[config.mk]
export PLATFORM = sky130hd
export DESIGN_NAME = comparator_4bit_bist
export DESIGN_NICKNAME = d
export VERILOG_FILES = /design/src/rtl/comparator_pkg.sv /design/src/rtl/cmp_expect_pipe.sv /design/src/rtl/comparator_4bit_bist.sv
export SDC_FILE = /design/constraint.sdc
export NUM_CORES = 1
export LEC_CHECK = 0
export BUFFER_PORTS_ARGS = -buffer_cell sky130_fd_sc_hd__buf_4
export CORE_ASPECT_RATIO = 1.75
export CORE_MARGIN = 4
export CORE_UTILIZATION = 55
export CTS_BUF_LIST = sky130_fd_sc_hd__clkbuf_8
export DETAILED_ROUTE_END_ITERATION = 16
export HOLD_SLACK_MARGIN = 0.12
export PLACE_DENSITY = 0.79
export SLEW_MARGIN = 20
export SYNTH_ARGS = -nofsm -noshare
export SYNTH_HDL_FRONTEND = slang
export SYNTH_HIERARCHICAL = 1
export SYNTH_SLANG_ARGS = --single-unit
export TNS_END_PERCENT = 100
[constraint.sdc]
create_clock -name clk -period 4.2 [get_ports clk]
set_input_delay 1.05 -clock clk [delete_from_list [all_inputs] [get_ports clk]]
set_output_delay 1.05 -clock clk [all_outputs]
set_load 0.005 [all_outputs]
[src/rtl/comparator_pkg.sv]
// comparator_pkg: shared types and constants for the comparator self-test
package comparator_pkg;
  typedef enum logic [1:0] {IDLE, RUN, DRAIN, DONE} state_e;
  localparam logic [2:0] REL_GT = 3'b100;
  localparam logic [2:0] REL_LT = 3'b010;
  localparam logic [2:0] REL_EQ = 3'b001;
  localparam int ERRW = 16;
endpackage

[src/rtl/cmp_expect_pipe.sv]
// cmp_expect_pipe: LAT-deep delay line keeping expected results aligned with the DUT response
module cmp_expect_pipe #(
  parameter int W = 12,
  parameter int LAT = 0
) (
  input  logic         clk,
  input  logic         rst_n,
  input  logic [W-1:0] d_i,
  output logic [W-1:0] q_o
);
  if (LAT == 0) begin : g_thru
    logic unused_clk;
    assign unused_clk = clk ^ rst_n;
    assign q_o = d_i;
  end else begin : g_sr
    logic [W-1:0] sr_q [LAT];
    always_ff @(posedge clk or negedge rst_n)
      if (!rst_n) for (int i = 0; i < LAT; i++) sr_q[i] <= '0;
      else begin
        sr_q[0] <= d_i;
        for (int i = 1; i < LAT; i++) sr_q[i] <= sr_q[i-1];
      end
    assign q_o = sr_q[LAT-1];
  end
endmodule

[src/rtl/comparator_4bit_bist.sv]
// comparator_4bit_bist: exhaustive operand sweep driver and result checker for a magnitude comparator
module comparator_4bit_bist
  import comparator_pkg::*;
#(
  parameter int WIDTH = 4,
  parameter int LAT = 0
) (
  input  logic             clk,
  input  logic             rst_n,
  input  logic             start,
  output logic [WIDTH-1:0] a_o,
  output logic [WIDTH-1:0] b_o,
  input  logic             greater_i,
  input  logic             less_i,
  input  logic             equal_i,
  output logic             busy,
  output logic             done,
  output logic             pass,
  output logic [ERRW-1:0]  err_count,
  output logic             first_err_valid,
  output logic [WIDTH-1:0] first_err_a,
  output logic [WIDTH-1:0] first_err_b
);
  localparam int CW = 2 * WIDTH;
  localparam int PW = 1 + CW + 3;
  localparam int DW = LAT > 0 ? $clog2(LAT + 1) : 1;
  state_e state_q, state_d;
  logic [CW-1:0] cnt_q, cnt_d, fe_q, fe_d;
  logic [DW-1:0] dcnt_q, dcnt_d;
  logic [ERRW-1:0] err_q, err_d;
  logic pass_q, pass_d, fe_vld_q, fe_vld_d;
  logic [2:0] exp_now, chk_exp;
  logic [PW-1:0] pipe_in, pipe_out;
  logic chk_vld, mism;
  logic [CW-1:0] chk_ab;
  assign a_o = cnt_q[CW-1:WIDTH];
  assign b_o = cnt_q[WIDTH-1:0];
  assign exp_now = a_o > b_o ? REL_GT : a_o < b_o ? REL_LT : REL_EQ;
  // valid tag marks the cycles that carry a real vector, so DRAIN/IDLE slots are never checked
  assign pipe_in = {state_q == RUN, cnt_q, exp_now};
  cmp_expect_pipe #(.W(PW), .LAT(LAT)) u_pipe (
    .clk  (clk),
    .rst_n(rst_n),
    .d_i  (pipe_in),
    .q_o  (pipe_out)
  );
  assign {chk_vld, chk_ab, chk_exp} = pipe_out;
  assign mism = chk_vld && ({greater_i, less_i, equal_i} != chk_exp);
  always_comb begin
    state_d = state_q;
    cnt_d = cnt_q;
    dcnt_d = dcnt_q;
    err_d = err_q;
    pass_d = pass_q;
    fe_vld_d = fe_vld_q;
    fe_d = fe_q;
    if (mism) begin
      err_d = &err_q ? err_q : err_q + 1'b1;
      fe_vld_d = 1'b1;
      fe_d = fe_vld_q ? fe_q : chk_ab;
    end
    case (state_q)
      IDLE: if (start) begin
        state_d = RUN;
        cnt_d = '0;
        err_d = '0;
        pass_d = 1'b0;
        fe_vld_d = 1'b0;
        fe_d = '0;
      end
      RUN: if (&cnt_q) begin
        state_d = LAT > 0 ? DRAIN : DONE;
        dcnt_d = '0;
      end else cnt_d = cnt_q + 1'b1;
      DRAIN: if (dcnt_q == DW'(LAT - 1)) state_d = DONE;
        else dcnt_d = dcnt_q + 1'b1;
      default: state_d = IDLE;
    endcase
    // the final check lands on the same edge that enters DONE, so judge from err_d
    if (state_d == DONE && state_q != DONE) pass_d = err_d == '0;
  end
  always_ff @(posedge clk or negedge rst_n)
    if (!rst_n) begin
      state_q <= IDLE;
      cnt_q <= '0;
      dcnt_q <= '0;
      err_q <= '0;
      pass_q <= 1'b0;
      fe_vld_q <= 1'b0;
      fe_q <= '0;
    end else begin
      state_q <= state_d;
      cnt_q <= cnt_d;
      dcnt_q <= dcnt_d;
      err_q <= err_d;
      pass_q <= pass_d;
      fe_vld_q <= fe_vld_d;
      fe_q <= fe_d;
    end
  assign busy = state_q == RUN || state_q == DRAIN;
  assign done = state_q == DONE;
  assign pass = pass_q;
  assign err_count = err_q;
  assign first_err_valid = fe_vld_q;
  assign first_err_a = fe_q[CW-1:WIDTH];
  assign first_err_b = fe_q[WIDTH-1:0];
endmodule

# Yosys cells after proc, flatten, opt, wreduce, memory -nomap -nowiden
# Index checks and enable logic that the tools add are counted.
[totals] reg_bits=37 latch_bits=0 mem_bits_rw=0 romBits=0 output_inout_bits=36 elab_cells=61 mem_count=0
[classes] n_addsub=3 mul=0 n_div=0 order_cmp=2 n_eq_ne=9 n_shift=0 muxes=26 bitwise_logic=0 reduce_logical=14
[op_table] operator="$mux 16" n=4
[op_table] operator="$mux 8" n=6
[op_table] operator="$add 16x1->16 const B" n=1
[op_table] operator="$logic_not 16->1" n=1
[op_table] operator="$pmux 8 s2" n=1
[op_table] operator="$reduce_and 16->1" n=1
[op_table] operator="$add 8x1->8 const B" n=1
[op_table] operator="$mux 1" n=8
[op_table] operator="$mux 2" n=4
[op_table] operator="$reduce_and 8->1" n=1
[op_table] operator="$reduce_bool 2->1" n=4
[op_table] operator="$eq 2x2->1 const B" n=3
[op_table] operator="$ne 2x2->1 const B" n=3
[op_table] operator="$pmux 2 s3" n=1
[op_table] operator="$gt 4x4->1" n=1
[op_table] operator="$lt 4x4->1" n=1
[op_table] operator="$reduce_and 2->1" n=2
[op_table] operator="$mux 3" n=1
[op_table] operator="$ne 3x3->1" n=1
[op_table] operator="$reduce_and 3->1" n=1
[op_table] operator="$eq 2x1->1 const B" n=1
[op_table] operator="$logic_and 1x1->1" n=2
[op_table] operator="$logic_not 2->1" n=1
[op_table] operator="$ne 2x1->1 const B" n=1
[op_table] operator="other kinds (3)" n=3

# Longest topological paths before layout
[depth] word_depth=10 mapped_depth=16 depth_no_buf=14

# By module
# Netlist, hierarchy kept.
[modules_own_cells] mod="comparator_4bit_bist" n_inst=1 cells_each=245 area_each_um2=2225.9 seq_area_each_um2=925.9
[modules_own_cells] mod="cmp_expect_pipe" n_inst=1 cells_each=12 area_each_um2=90.1 seq_area_each_um2=0.0

# Least setup slack after synthesis
# OpenSTA, ideal clock, no wires.
[synth_timing] kind="register -> register" startpoint="reg cnt_q[1]" endpoint="reg pass_q (netlist: pass)" t_arrival_ns=3.022 required_ns=4.105 setup_slack_ns=1.082 path_stages_with_launch=16 cell_sequence="dfrtp_1 -> inv_1 -> ha_1 -> nor2b_1 -> o21ai_0 -> nand2b_1 -> a21oi_1 -> nor2_1 -> buf_4 -> xor2_1 -> o31ai_1 -> clkbuf_1 -> o41ai_1 -> nor4_1 -> nand4b_1 -> o31ai_1"
[synth_via] elab_chain_cells=10 word_cells_on_any_way=19
[synth_lines] item="start: declaration" line_no="comparator_4bit_bist.sv:28" rtl="logic [CW-1:0] cnt_q, cnt_d, fe_q, fe_d;"
[synth_lines] item="start signal: assignment" line_no="comparator_4bit_bist.sv:93" rtl="cnt_q <= cnt_d;"
[synth_lines] item="$lt 4x4->1" line_no="comparator_4bit_bist.sv:38" rtl="assign exp_now = a_o > b_o ? REL_GT : a_o < b_o ? REL_LT : REL_EQ;"
[synth_lines] item="$mux 2" line_no="comparator_4bit_bist.sv:38"
[synth_lines] item="$mux 3 *" line_no="comparator_4bit_bist.sv:38"
[synth_lines] item="net exp_now[1]" line_no="comparator_4bit_bist.sv:32" rtl="logic [2:0] exp_now, chk_exp;"
[synth_lines] item="$ne 3x3->1 *" line_no="comparator_4bit_bist.sv:48" rtl="assign mism = chk_vld && ({greater_i, less_i, equal_i} != chk_exp);"
[synth_lines] item="$logic_and 1x1->1 *" line_no="comparator_4bit_bist.sv:48"
[synth_lines] item="$mux 16 *" line_no="comparator_4bit_bist.sv:57" rtl="if (mism) begin"
[synth_lines] item="$mux 16" line_no="comparator_4bit_bist.sv:63" rtl="IDLE: if (start) begin"
[synth_lines] item="$mux 16 *" line_no="comparator_4bit_bist.sv:62" rtl="case (state_q)"
[synth_lines] item="net err_d[10]" line_no="comparator_4bit_bist.sv:30" rtl="logic [ERRW-1:0] err_q, err_d;"
[synth_lines] item="$logic_not 16->1 *" line_no="comparator_4bit_bist.sv:80" rtl="if (state_d == DONE && state_q != DONE) pass_d = err_d == '0;"
[synth_lines] item="$mux 1 *" line_no="comparator_4bit_bist.sv:80"
[synth_lines] item="end signal: assignment" line_no="comparator_4bit_bist.sv:96" rtl="pass_q <= pass_d;"
[synth_lines] item="end: declaration" line_no="comparator_4bit_bist.sv:31" rtl="logic pass_q, pass_d, fe_vld_q, fe_vld_d;"
# Mark *: on every way through the listed nets, which the timed path passes. The rest lies on a longest branch.
# A chain may end at the register's enable or synchronous reset.

# Worst setup path in the final report
[layout_timing] startpoint="reg cnt_q[5]" endpoint="reg pass_q (netlist: pass)"
[layout_via] elab_chain_cells=10 word_cells_on_any_way=19
[layout_lines] item="$lt 4x4->1" line_no="comparator_4bit_bist.sv:38"
[layout_lines] item="$mux 2" line_no="comparator_4bit_bist.sv:38"
[layout_lines] item="$mux 3 *" line_no="comparator_4bit_bist.sv:38"
[layout_lines] item="net exp_now[1]" line_no="comparator_4bit_bist.sv:32"
[layout_lines] item="$ne 3x3->1 *" line_no="comparator_4bit_bist.sv:48"
[layout_lines] item="$logic_and 1x1->1 *" line_no="comparator_4bit_bist.sv:48"
[layout_lines] item="$mux 16 *" line_no="comparator_4bit_bist.sv:57"
[layout_lines] item="$mux 16" line_no="comparator_4bit_bist.sv:63"
[layout_lines] item="$mux 16 *" line_no="comparator_4bit_bist.sv:62"
[layout_lines] item="$logic_not 16->1 *" line_no="comparator_4bit_bist.sv:80"
[layout_lines] item="$mux 1 *" line_no="comparator_4bit_bist.sv:80"
# Marks and branches as above.

==> flow_results.xml <==
<?xml version="1.0" encoding="UTF-8"?>
<metrics>
  <group name="status">
    <metric name="outcome" unit="">completed</metric>
  </group>
  <group name="global_routing">
    <metric name="grt_pass1_wl" unit="um">8707</metric>
    <metric name="grt_antenna_before_repair" unit="">0</metric>
    <metric name="first_global_vias" unit="">1872</metric>
    <metric name="maximum_number_of_pins_on_one_net_before_global_route_repair" unit="">38</metric>
    <metric name="grt_remaining_overflow" unit="">0</metric>
    <metric name="grt_overall_usage" unit="">0.2109</metric>
  </group>
  <group name="floorplan">
    <metric name="placementRows" unit="">31</metric>
    <metric name="std_cell_core_area" unit="mm2">0.004111</metric>
    <metric name="floorplan.die_area" unit="mm2">0.005354</metric>
    <metric name="initial_utilization" unit="">0.5633</metric>
    <metric name="fp.dieW" unit="um">57.06</metric>
    <metric name="chipHeight" unit="um">93.85</metric>
    <metric name="floorplan.io_pins" unit="">42</metric>
  </group>
  <group name="logic_synthesis">
    <metric name="synth_seq_cells" unit="">37</metric>
    <metric name="synth_area_leaders" unit="">sky130_fd_sc_hd__dfrtp_1 40%, sky130_fd_sc_hd__buf_4 6.5%, sky130_fd_sc_hd__ha_1 5.4%</metric>
    <metric name="synthDistinctLibCells" unit="">45</metric>
    <metric name="yosys.area_share.adder" unit="">0.05402</metric>
    <metric name="post_synth_xor_area_fraction" unit="">0.06051</metric>
    <metric name="synth_compound_gate_area_share" unit="">0.1324</metric>
    <metric name="syn_nets" unit="">273</metric>
    <metric name="netlist.area_leader.share" unit="">0.3998</metric>
    <metric name="synth-async-reset-ratio" unit="">1.000</metric>
    <metric name="syn-instance-count" unit="">257</metric>
    <metric name="ys.warnings.count" unit="">6</metric>
    <metric name="synth_sequential_area_ratio" unit="">0.3998</metric>
    <metric name="edff_count_synth" unit="">0</metric>
    <metric name="netlist.top_cell.by_area" unit="">sky130_fd_sc_hd__dfrtp_1</metric>
    <metric name="largest_family_of_logic_cells_by_synthesized_area" unit="">simple AND/OR/NAND/NOR gates</metric>
    <metric name="yosys_most_used_dff" unit="">sky130_fd_sc_hd__dfrtp_1</metric>
    <metric name="syn-cell-area" unit="mm2">0.002316</metric>
    <metric name="post_synth.cell_area_avg" unit="um2">9.012</metric>
    <metric name="post_synth_and_or_nand_nor_area_fraction" unit="">0.2415</metric>
    <metric name="muxShareOfSynthArea" unit="">0.01837</metric>
  </group>
  <group name="cts">
    <metric name="clock_tree_from_tritoncts" unit="">yes</metric>
    <metric name="clk_pin_slew_worst_paths" unit="ps">70</metric>
    <metric name="count_of_buffers_added_by_post_cts_timing_repair_for_setup" unit="">0</metric>
    <metric name="clock_sink_count" unit="">37</metric>
    <metric name="tritoncts.num_buffers" unit="">5</metric>
    <metric name="cts-htree-levels" unit="">2</metric>
    <metric name="worst_skew_pair.late_latency" unit="ps">280</metric>
    <metric name="clk_path_buf_depth" unit="">2</metric>
    <metric name="cts.root.buffer_cell" unit="">sky130_fd_sc_hd__clkbuf_8</metric>
    <metric name="ctsHoldBuffers" unit="">0</metric>
    <metric name="post_cts.resized_instances" unit="">0</metric>
  </group>
  <group name="placed_design">
    <metric name="dpl.hpwl" unit="um">4027</metric>
    <metric name="routabilityCongestion" unit="">0.9174</metric>
    <metric name="io_buffers" unit="">41</metric>
  </group>
  <group name="power_and_ir_drop">
    <metric name="ir_drop" unit="mV">0.3192</metric>
    <metric name="cell_internal_pwr" unit="uW">691.8</metric>
    <metric name="sw_frac_of_total" unit="">0.3072</metric>
    <metric name="power_switching" unit="uW">306.8</metric>
    <metric name="seqPwrFrac" unit="">0.473</metric>
    <metric name="part_of_the_total_power_dissipated_in_combinational_logic" unit="">0.214</metric>
    <metric name="power.static_leakage" unit="nW">1.186</metric>
    <metric name="clkPwrFrac" unit="">0.313</metric>
    <metric name="total_power" unit="uW">998.6</metric>
    <metric name="pwr_density_cell" unit="mW/mm2">378.6</metric>
  </group>
  <group name="drt">
    <metric name="dr.first_iter.drc_count" unit="">54</metric>
    <metric name="drcViolationCount" unit="">0</metric>
    <metric name="count_of_vias_placed_by_the_detailed_router" unit="">1943</metric>
    <metric name="route.antenna.remaining_nets" unit="">0</metric>
    <metric name="total_wirelength_of_the_detailed_routed_design" unit="um">5391</metric>
    <metric name="vias_per_cell" unit="">5.906</metric>
    <metric name="drt_pass1_iterations" unit="">4</metric>
    <metric name="route.detailed.wl_per_inst" unit="um">16.39</metric>
  </group>
  <group name="setup_path">
    <metric name="timing.critical_path.cells" unit="">ha_1 -&gt; nor2b_1 -&gt; o21ai_0 -&gt; nand2b_1 -&gt; a21oi_1 -&gt; nor2b_1 -&gt; xor2_1 -&gt; o31ai_1 -&gt; buf_4 -&gt; nor3_1 -&gt; mux2_1 -&gt; o21ai_0 -&gt; nand2b_1 -&gt; o31ai_1</metric>
    <metric name="crit-reg2reg-launch" unit="">cnt_q[5]$_DFFE_PN0P_</metric>
    <metric name="worst_setup_path_end_kind" unit="">flip-flop</metric>
    <metric name="crit_path_max_fanout" unit="">14</metric>
    <metric name="critical_path_arrival" unit="ps">3640</metric>
    <metric name="worst-endpoint-required" unit="ps">4400</metric>
    <metric name="timing.reg2reg.worst_path_depth" unit="">14</metric>
    <metric name="timing.rr.end" unit="">pass$_DFFE_PN0P_</metric>
    <metric name="critical-path-slowest-cell" unit="">sky130_fd_sc_hd__nor3_1</metric>
    <metric name="reg2reg_setup_slack" unit="ps">760</metric>
    <metric name="critical_path_class" unit="">flip-flop to flip-flop</metric>
    <metric name="crit_path_start_kind" unit="">flip-flop</metric>
    <metric name="critical-path-max-stage-delay" unit="ps">480</metric>
  </group>
  <group name="sta">
    <metric name="setup-tns-final" unit="ps">0</metric>
    <metric name="worstMarginPinSlew" unit="ps">580.3</metric>
    <metric name="layout_worst_path_cycle_share" unit="">0.8197</metric>
    <metric name="rsz0062_at_grt" unit="">false</metric>
    <metric name="slew-limit-headroom" unit="">0.6117</metric>
    <metric name="max_freq" unit="MHz">290.5</metric>
    <metric name="maxSlewViolCount" unit="">0</metric>
    <metric name="final.min_clock_period" unit="ps">3443</metric>
    <metric name="clock-skew-final" unit="ps">6.239</metric>
    <metric name="setup-violations-final" unit="">0</metric>
    <metric name="hold_viol_final" unit="">0</metric>
  </group>
  <group name="final_layout">
    <metric name="layout-area-overhead-vs-synth" unit="%">13.88</metric>
    <metric name="drive_above_1_share" unit="">0.2036</metric>
    <metric name="finalNetCount" unit="">295</metric>
    <metric name="num_antenna_cells" unit="">0</metric>
  </group>
  <group name="min_path">
    <metric name="hold_start" unit="">fe_q[3]$_DFF_PN0_</metric>
    <metric name="worst_hold_path.endpoint" unit="">fe_q[3]$_DFF_PN0_</metric>
    <metric name="hold_depth" unit="">2</metric>
    <metric name="holdCritPathClass" unit="">flip-flop to flip-flop</metric>
  </group>
  <group name="flow_run">
    <metric name="drv.max_cap_violation_count" unit="">0</metric>
  </group>
</metrics>
state kept, by name, summed over array words and instances (netlist names):
name,flops
first_err_valid,1
dcnt_q,1
state_q,2
cnt_q,8
fe_q,8
err_count,16
pass,1
area by class of cell:
class	instances	area, um2
clock buffer	6	82.58
clock inverter	2	33.78
fill	377	1474
inverter	8	30.03
multi-input combinational	183	1174
sequential	37	925.9
tap	49	61.31
timing repair buffer	44	330.3
kinds of logic (layout without fill, tap and decap cells):
| logic type | after synthesis | after routing |
|---|---|---|
| simple gates | 106 | 106 |
| xor+xnor | 16 | 16 |
| flops | 37 | 37 |
| fa+ha+maj | 10 | 10 |
| compound gates | 47 | 47 |
| mux | 4 | 4 |
| buf+inv | 37 | 60 |
critical path, delay by kind of cell (launching register included):
kind | cells | cell delay (ps)
xor gates and xnor gates | 1 | 200
adders and majority gates | 1 | 340
and+or+nand+nor | 5 | 890
DFF | 1 | 460
AOI/OAI and AO/OA | 5 | 890
muxes | 1 | 370
buffers and inverters | 1 | 200
stage by stage:
step | worst slack [ps] | cells | util | hold slack [ps] | cell area (um2)
6_report | 757.1 | 329 | 0.6415 | 528.3 | 2638
5_1_grt | 382.7 | 329 | 0.6415 | 557.8 | 2638
4_1_cts | 771.5 | 329 | 0.6415 | 530.1 | 2638
3_5_place_dp | 765.7 | 321 | 0.6132 | 524.8 | 2521
3_3_place_gp | 853.1 | 321 | 0.6132 | 513.3 | 2521
2_1_floorplan | 1082 | 257 | - | 509.6 | 2316
how the worst max path moves through the flow:
| stage | start | endpoint | cells past startpoint | slack (ps) |
|---|---|---|---|---|
| 2_1_floorplan | cnt_q[1]$_DFFE_PN0P_ | pass$_DFFE_PN0P_ | 15 | 1080 |
| 3_3_place_gp | cnt_q[1]$_DFFE_PN0P_ | pass$_DFFE_PN0P_ | 15 | 850 |
| 3_5_place_dp | cnt_q[1]$_DFFE_PN0P_ | pass$_DFFE_PN0P_ | 15 | 770 |
| 4_1_cts | cnt_q[1]$_DFFE_PN0P_ | pass$_DFFE_PN0P_ | 15 | 770 |
| 5_1_grt | cnt_q[1]$_DFFE_PN0P_ | pass$_DFFE_PN0P_ | 15 | 380 |
| 6_report | cnt_q[5]$_DFFE_PN0P_ | pass$_DFFE_PN0P_ | 14 | 760 |
power groups by stage:
stage | registers (mW) | clock network [mW] | logic (mW)
floorplan | 0.450 | 0 | 0.132
global placement | 0.478 | 0 | 0.209
detailed placement | 0.476 | 0 | 0.212
CTS | 0.469 | 0.319 | 0.215
global route | 0.478 | 0.336 | 0.241
finish | 0.472 | 0.313 | 0.214
cell usage in the layout, fill, tap and decap left out, drive strengths merged, types with 5 or more instances in the layout:
cell type  count
buf           44
dfrtp         37
nand2         27
nor2          26
a21oi         18
xor2          10
ha            10
inv            9
nand4          8
nand3          8
o21ai          7
o31ai          6
nor4           6
xnor2          6
clkbuf         6
and2           5
synth_stat cells, drive strengths merged, types with 2 or more instances:
master / number
and3: 4
nor4: 6
mux2i: 2
nand4: 8
nand2: 27
xor2: 10
nor2: 26
a211oi: 2
nor2b: 4
xnor2: 6
mux2: 2
clkbuf: 7
inv: 8
nand3: 8
nor3: 4
ha: 10
a22o: 4
o31ai: 6
and2: 5
a21oi: 18
buf: 22
nand2b: 4
or3: 2
and4: 2
dfrtp: 37
o21ai: 7
or4: 4
a31oi: 2
layer usage:
layer / up-vias / wire, um / GRT usage
met5: - / 0 / 0
met2: 70 / 2970 / 0.3865
li1: 936 / - / -
met1: 926 / 2016 / 0.2289
met4: 0 / 151 / 0.1006
met3: 11 / 253 / 0.03439
Note: power is estimated with default switching activity, not from simulation.
